==> src/rtl/bus_arbiter_if.sv <==
// Bus arbiter handshake bundle: master requests/targets, slave readiness,
// and the arbiter's grant/select outputs.
//   master modport : the side that drives requests and observes grants
//   slave  modport : the arbiter's view of the bundle
interface bus_arbiter_if;
  logic       m1_req;
  logic       m2_req;
  logic [1:0] m1_slave_sel;
  logic [1:0] m2_slave_sel;
  logic [2:0] slave_ready;
  logic       m1_grant;
  logic       m2_grant;
  logic       msel;
  logic [1:0] ssel;
  logic [2:0] slave_en;
  logic       bus_busy;
  logic       timeout_flag;

  modport master (
    output m1_req, m2_req, m1_slave_sel, m2_slave_sel, slave_ready,
    input  m1_grant, m2_grant, msel, ssel, slave_en, bus_busy, timeout_flag
  );

  modport slave (
    input  m1_req, m2_req, m1_slave_sel, m2_slave_sel, slave_ready,
    output m1_grant, m2_grant, msel, ssel, slave_en, bus_busy, timeout_flag
  );
endinterface

==> src/rtl/bus_arbiter.sv <==
// Two-master / three-slave grant controller for the shared system bus.
// A master is granted only when its target slave is ready; the grant is
// held until the master drops its request or the hold timeout expires,
// followed by one RELEASE turnaround cycle.
// Optional feature macro: BUS_ARB_ROUND_ROBIN_EN -- alternate grants on
// contention; when undefined master 1 has fixed priority.
module bus_arbiter #(
  parameter int unsigned TIMEOUT = 255,
  parameter int unsigned CNT_W   = 8
) (
  input  logic          clk,
  input  logic          reset,
  bus_arbiter_if.slave  bus
);

  typedef enum logic [1:0] {IDLE, GRANT_M1, GRANT_M2, RELEASE} state_t;

  localparam bit               TO_EN    = (TIMEOUT != 0);
  localparam logic [CNT_W-1:0] CNT_LAST = CNT_W'((TIMEOUT == 0) ? 0 : TIMEOUT - 1);

  state_t           state;
  logic [CNT_W-1:0] cnt;
  logic             last_grant;   // 0 = master 1, 1 = master 2
  logic             lock1, lock2; // set on timeout, cleared while req is low
  logic             elig1, elig2, pick2, cur_req;
  logic [3:0]       rdy_x;

  // Eligibility and tie-break; index 3 maps to a permanently-unready slot
  always_comb begin
    rdy_x = {1'b0, bus.slave_ready};
    elig1 = bus.m1_req && (bus.m1_slave_sel != 2'd3) &&
            rdy_x[bus.m1_slave_sel] && !lock1;
    elig2 = bus.m2_req && (bus.m2_slave_sel != 2'd3) &&
            rdy_x[bus.m2_slave_sel] && !lock2;
`ifdef BUS_ARB_ROUND_ROBIN_EN
    pick2 = elig2 && (!elig1 || (last_grant == 1'b0));
`else
    pick2 = elig2 && !elig1;
`endif
    cur_req = (state == GRANT_M2) ? bus.m2_req : bus.m1_req;
  end

`ifndef BUS_ARB_ROUND_ROBIN_EN
  // last_grant is tracked in both builds but only steers round-robin
  logic unused_last_grant;
  assign unused_last_grant = last_grant;
`endif

  // Arbitration FSM with registered outputs; reset drops any grant at once
  always_ff @(posedge clk or negedge reset) begin
    if (!reset) begin
      state        <= IDLE;
      cnt          <= '0;
      last_grant   <= 1'b1;
      lock1        <= 1'b0;
      lock2        <= 1'b0;
      bus.m1_grant     <= 1'b0;
      bus.m2_grant     <= 1'b0;
      bus.msel         <= 1'b0;
      bus.ssel         <= 2'd0;
      bus.slave_en     <= 3'b000;
      bus.bus_busy     <= 1'b0;
      bus.timeout_flag <= 1'b0;
    end else begin
      if (!bus.m1_req) lock1 <= 1'b0;
      if (!bus.m2_req) lock2 <= 1'b0;

      case (state)
        IDLE: begin
          if (pick2) begin
            state        <= GRANT_M2;
            bus.m2_grant <= 1'b1;
            bus.msel     <= 1'b1;
            bus.ssel     <= bus.m2_slave_sel;
            bus.slave_en <= 3'b001 << bus.m2_slave_sel;
            bus.bus_busy <= 1'b1;
            last_grant   <= 1'b1;
            cnt          <= '0;
          end else if (elig1) begin
            state        <= GRANT_M1;
            bus.m1_grant <= 1'b1;
            bus.msel     <= 1'b0;
            bus.ssel     <= bus.m1_slave_sel;
            bus.slave_en <= 3'b001 << bus.m1_slave_sel;
            bus.bus_busy <= 1'b1;
            last_grant   <= 1'b0;
            cnt          <= '0;
          end
        end

        GRANT_M1, GRANT_M2: begin
          // A request drop wins over a coincident timeout: plain release
          if (!cur_req) begin
            state        <= RELEASE;
            bus.m1_grant <= 1'b0;
            bus.m2_grant <= 1'b0;
            bus.slave_en <= 3'b000;
          end else if (TO_EN && (cnt == CNT_LAST)) begin
            state            <= RELEASE;
            bus.m1_grant     <= 1'b0;
            bus.m2_grant     <= 1'b0;
            bus.slave_en     <= 3'b000;
            bus.timeout_flag <= 1'b1;
            if (state == GRANT_M1) lock1 <= 1'b1;
            else                   lock2 <= 1'b1;
          end else if (cnt != '1) begin
            cnt <= cnt + 1'b1;
          end
        end

        RELEASE: begin
          state            <= IDLE;
          bus.bus_busy     <= 1'b0;
          bus.timeout_flag <= 1'b0;
        end

        default: state <= IDLE;
      endcase
    end
  end

endmodule

==> src/flat_wrapper.sv <==
// flat-port wrapper written by rule: the top's interface ports become plain ports
module bus_arbiter_flat 
#(
  parameter int unsigned TIMEOUT = 255,
  parameter int unsigned CNT_W   = 8
)
  (clk, reset, bus_m1_req, bus_m2_req, bus_m1_slave_sel, bus_m2_slave_sel, bus_slave_ready, bus_m1_grant, bus_m2_grant, bus_msel, bus_ssel, bus_slave_en, bus_bus_busy, bus_timeout_flag);
  bus_arbiter_if bus_i ();
  input  logic clk;
  input  logic reset;
  input wire logic [$bits(bus_i.m1_req)-1:0] bus_m1_req;
  input wire logic [$bits(bus_i.m2_req)-1:0] bus_m2_req;
  input wire logic [$bits(bus_i.m1_slave_sel)-1:0] bus_m1_slave_sel;
  input wire logic [$bits(bus_i.m2_slave_sel)-1:0] bus_m2_slave_sel;
  input wire logic [$bits(bus_i.slave_ready)-1:0] bus_slave_ready;
  output wire logic [$bits(bus_i.m1_grant)-1:0] bus_m1_grant;
  output wire logic [$bits(bus_i.m2_grant)-1:0] bus_m2_grant;
  output wire logic [$bits(bus_i.msel)-1:0] bus_msel;
  output wire logic [$bits(bus_i.ssel)-1:0] bus_ssel;
  output wire logic [$bits(bus_i.slave_en)-1:0] bus_slave_en;
  output wire logic [$bits(bus_i.bus_busy)-1:0] bus_bus_busy;
  output wire logic [$bits(bus_i.timeout_flag)-1:0] bus_timeout_flag;
  assign bus_i.m1_req = bus_m1_req;
  assign bus_i.m2_req = bus_m2_req;
  assign bus_i.m1_slave_sel = bus_m1_slave_sel;
  assign bus_i.m2_slave_sel = bus_m2_slave_sel;
  assign bus_i.slave_ready = bus_slave_ready;
  assign bus_m1_grant = bus_i.m1_grant;
  assign bus_m2_grant = bus_i.m2_grant;
  assign bus_msel = bus_i.msel;
  assign bus_ssel = bus_i.ssel;
  assign bus_slave_en = bus_i.slave_en;
  assign bus_bus_busy = bus_i.bus_busy;
  assign bus_timeout_flag = bus_i.timeout_flag;
  bus_arbiter #(.TIMEOUT(TIMEOUT), .CNT_W(CNT_W)) u_core (.clk(clk), .reset(reset), .bus(bus_i));
endmodule
==> config.mk <==
export PLATFORM = sky130hd
export DESIGN_NAME = bus_arbiter_flat
export DESIGN_NICKNAME = d
export VERILOG_FILES = /design/src/rtl/bus_arbiter_if.sv /design/src/rtl/bus_arbiter.sv /design/src/flat_wrapper.sv
export SDC_FILE = /design/constraint.sdc
export NUM_CORES = 1
export LEC_CHECK = 0
export ABC_AREA = 1
export CAP_MARGIN = 0
export CORE_MARGIN = 2
export CORE_UTILIZATION = 34
export CTS_BUF_LIST = sky130_fd_sc_hd__clkbuf_8 sky130_fd_sc_hd__clkbuf_16
export DETAILED_ROUTE_END_ITERATION = 7
export GPL_TIMING_DRIVEN = 1
export SLEW_MARGIN = 20
export SYNTH_ARGS = -nofsm -noshare
export SYNTH_HDL_FRONTEND = slang
export SYNTH_SLANG_ARGS = --single-unit
export TNS_END_PERCENT = 50
==> constraint.sdc <==
create_clock -name clk -period 1.7 [get_ports clk]
set_input_delay 0.34 -clock clk [delete_from_list [all_inputs] [get_ports clk]]
set_output_delay 0.34 -clock clk [all_outputs]
set_load 0.005 [all_outputs]
==> flow_summary_export.csv <==
group,metric,value,unit
status,status,"complete, no violations",
yosys,yosys.area.top_type,"dfrtp_1",
worst_setup_path,path_max_fanout,7,
final_layout,area_growth,38.9,%
clocking,root_buffer,"clkbuf_8",
final_layout,drive_gt1_share,29.8,%
placed_design,gp_congestion,0.796,
grt,overflow,0,
sta,final.min_clock_period,1.67,ns
yosys,synth_mux_area_share,0,%
yosys,synthAdderAreaFrac,6.27,%
clocking,cts.sinks,22,
route,wl_met2,1370,um
clocking,htree_levels,1,
die,start_util,35.2,%
worst_setup_path,setup.worst_path.class,"reg -> reg",
worst_setup_path,crit_chain,"inv_2 > ha_4 > nand4_1 > nand2_2 > nor3_4 > nand2_4 > buf_6 > o21ai_2",
sta,setup_tns,0,ns
route,met1Wirelength,1430,um
die,core-area,3970,um2
grt,grt_max_degree,23,
die,die_area,4640,um2
sta,fin_worst_skew,0.00646,ns
sta,maxSlewViolCount,0,
run,max_cap_violations,0,
yosys,yosys.area.top_type_share,39.4,%
clocking,clk_pin_slew_worst_paths,0.08,ns
route,vias_per_cell,4.51,
die,die_h,68.1,um
worst_setup_path,crit_path_start_kind,"register",
yosys,synth-simple-area-share,33.8,%
route,drc,0,
route,drt_iter0_drc,71,
final_layout,num_antenna_cells,0,
die,row_count,23,
final_layout,layout.cells.non_filler,275,
sta,slew-limit-headroom,81.1,%
clocking,clockBufferDepth,2,
yosys,yosys_warnings,0,
route,wl_met3,53,um
power_and_ir_drop,irDropWorstVdd,679,uV
yosys,synth_top_family_by_area,"simple AND/OR/NAND/NOR gates",
final_layout,stdcell_area,1940,um2
yosys,synth_area,1400,um2
yosys,synth-seq-cells,22,
sta,timing.final.crit_share,98.2,%
placed_design,port_buffers,20,
die,fp.dieW,68.1,um
route,dr.pass1.iters,4,
placed_design,dp_cells,267,
yosys,synth_compound_area_share,11.1,%
power_and_ir_drop,powerDensity,1630,nW/um2
clocking,cts_tree,"done",
route,highest-signal-layer,"met3",
worst_hold_path,hp-class,"in -> async",
yosys,ys_seq_area_share,39.4,%
yosys,synthTopCellsByArea,"dfrtp_1, nand2_1, ha_1",
clocking,clock_latency,0.26,ns
grt,grt_use_total,13.9,%
worst_setup_path,max_stage_delay,0.43,ns
power_and_ir_drop,power_leakage,0.962,nW
yosys,netlist_instances,178,
route,drtAntennaViolNets,0,
yosys,syn_nets,196,
route,detail_route.wl_per_cell,10.4,um
yosys,ys_types,26,
sta,hold_viol_final,0,
sta,rsz0062_at_grt,"yes",
die,ioPinCount,21,
worst_setup_path,crit_path_top_delay_cell,"dfrtp_1",
sta,tightestPinTransition,0.282,ns
yosys,yosys.area_share.xor_xnor,2.51,%
clocking,numCtsBuffers,3,
route,vias,1241,
placed_design,place_hpwl,2160,um
sta,finalSetupViolations,0,
grt,grt_pass1_vias,1153,
yosys,syn_area_per_cell,7.85,um2
route,drt-total-wl,2850,um
final_layout,fin_util,48.9,%
sta,clock.fmax,599,MHz
final_layout,fin_nets,245,
worst_setup_path,cp-end-kind,"register",
grt,antenna_found_initial,0,
placed_design,placed_area,1800,um2
worst_setup_path,cp.required,1.89,ns
worst_setup_path,crit_arrival,1.86,ns
grt,grt_pass1_wl,4970,um
power_and_ir_drop,power.total,3.17,mW
## per-stage QoR
stage / setup WS [ns] / hold WS [ns]
2_1_floorplan: 0.00320 / 0.0444
3_3_place_gp: -0.188 / 0.465
3_5_place_dp: -0.182 / 0.470
4_1_cts: 0.0356 / 0.428
5_1_grt: -0.0547 / 0.436
6_report: 0.0311 / 0.418
## Yosys cell counts, drive strengths merged
library cell / count
nand2: 63
dfrtp: 22
o21ai: 20
inv: 17
nor2: 17
nand3: 11
ha: 7
a21oi: 4
xor2: 4
clkbuf: 2
nand3b: 2
nand4: 2
nor3: 2
or2: 2
a22o: 1
buf: 1
clkinv: 1
## layer usage
layer	track usage [%]	up-vias
met4	4.75	0
met5	0	-
met3	1.97	0
li1	-	662
met2	22.8	12
met1	18.8	567
## final timing paths
path,from,endpoint,slack (ns),cells after the start
min reg2reg,u_core.bus.slave_en[2]$_DFFE_PN0P_,u_core.bus.slave_en[2]$_DFFE_PN0P_,0.48,2
max,u_core.state[1]$_DFFE_PN0P_,u_core.cnt[3]$_DFFE_PN0P_,0.03,8
min in group clk,u_core.bus.slave_en[2]$_DFFE_PN0P_,u_core.bus.slave_en[2]$_DFFE_PN0P_,0.48,2
max reg2reg,u_core.state[1]$_DFFE_PN0P_,u_core.cnt[3]$_DFFE_PN0P_,0.03,8
min,reset,u_core.bus.msel$_DFFE_PN0P_,0.42,2
max in group asynchronous,reset,u_core.cnt[1]$_DFFE_PN0P_,1.06,2
## cell usage in the layout, fill, tap and decap left out, types with 2 or more instances in the layout
master           netlist  routed
or2_2                  2       2
o21ai_2                5       6
clkdlybuf4s50_1        0      19
o21ai_0                5       5
inv_2                  3       7
o21ai_1               10       9
a21oi_1                2       2
nor2_4                 1       2
nor3_4                 0       2
nand3b_1               2       2
dfrtp_1               22      22
nor2_2                 3       4
ha_4                   0       2
nand2_2                2       3
nand3_1                8       8
nor2_1                13      11
clkbuf_8               0       3
xor2_1                 4       4
nand2_4                3       4
ha_1                   7       5
inv_1                 14      10
a21oi_2                2       2
buf_4                  0      25
nand3_2                3       3
nand2_1               58      57
nand4_1                2       2
## cell families (layout without fill, tap and decap cells)
group,Yosys count,after routing
buffers and inverters,21,67
AOI/OAI and AO/OA,25,25
adders and majority gates,7,7
and+or+nand+nor,99,100
DFF,22,22
xor gates and xnor gates,4,4
## area by class of cell
cell class	count	area (um2)
Multi-Input combinational cell	136	816
Clock buffer	3	41.3
Timing Repair Buffer	46	402
Inverter	18	68.8
Tap cell	50	62.6
Sequential cell	22	551
Fill cell	394	2030
## state kept, by name (all words and copies together), names as in the netlist
signal / flops
u_core.cnt: 8
u_core.bus.msel: 1
u_core.bus.timeout_flag: 1
u_core.bus.slave_en: 3
u_core.bus.ssel: 2
u_core.bus.m2_grant: 1
u_core.lock2: 1
u_core.state: 2
u_core.bus.bus_busy: 1
u_core.bus.m1_grant: 1
u_core.lock1: 1
## critical path: cells and delay by family, from the launching register on
family / cells / cell delay [ns]
AOI/OAI and AO/OA: 1 / 0.09
adders and majority gates: 1 / 0.26
buffers and inverters: 2 / 0.20
DFF: 1 / 0.43
and+or+nand+nor: 4 / 0.61
## report_power, final
part | internal (mW) | switching (mW)
combinational | 0.977 | 1.06
clock | 0.158 | 0.162
sequential | 0.697 | 0.112
## what timing repair did
action / CTS / global route
pin swaps: 0 / 6
resized for setup: 3 / 15
cloned: 0 / 1
setup buffers: 0 / 4
setup endpoints to repair: 7 / 15
hold buffers: 0 / 0
Note: power is estimated with default switching activity, not from simulation.
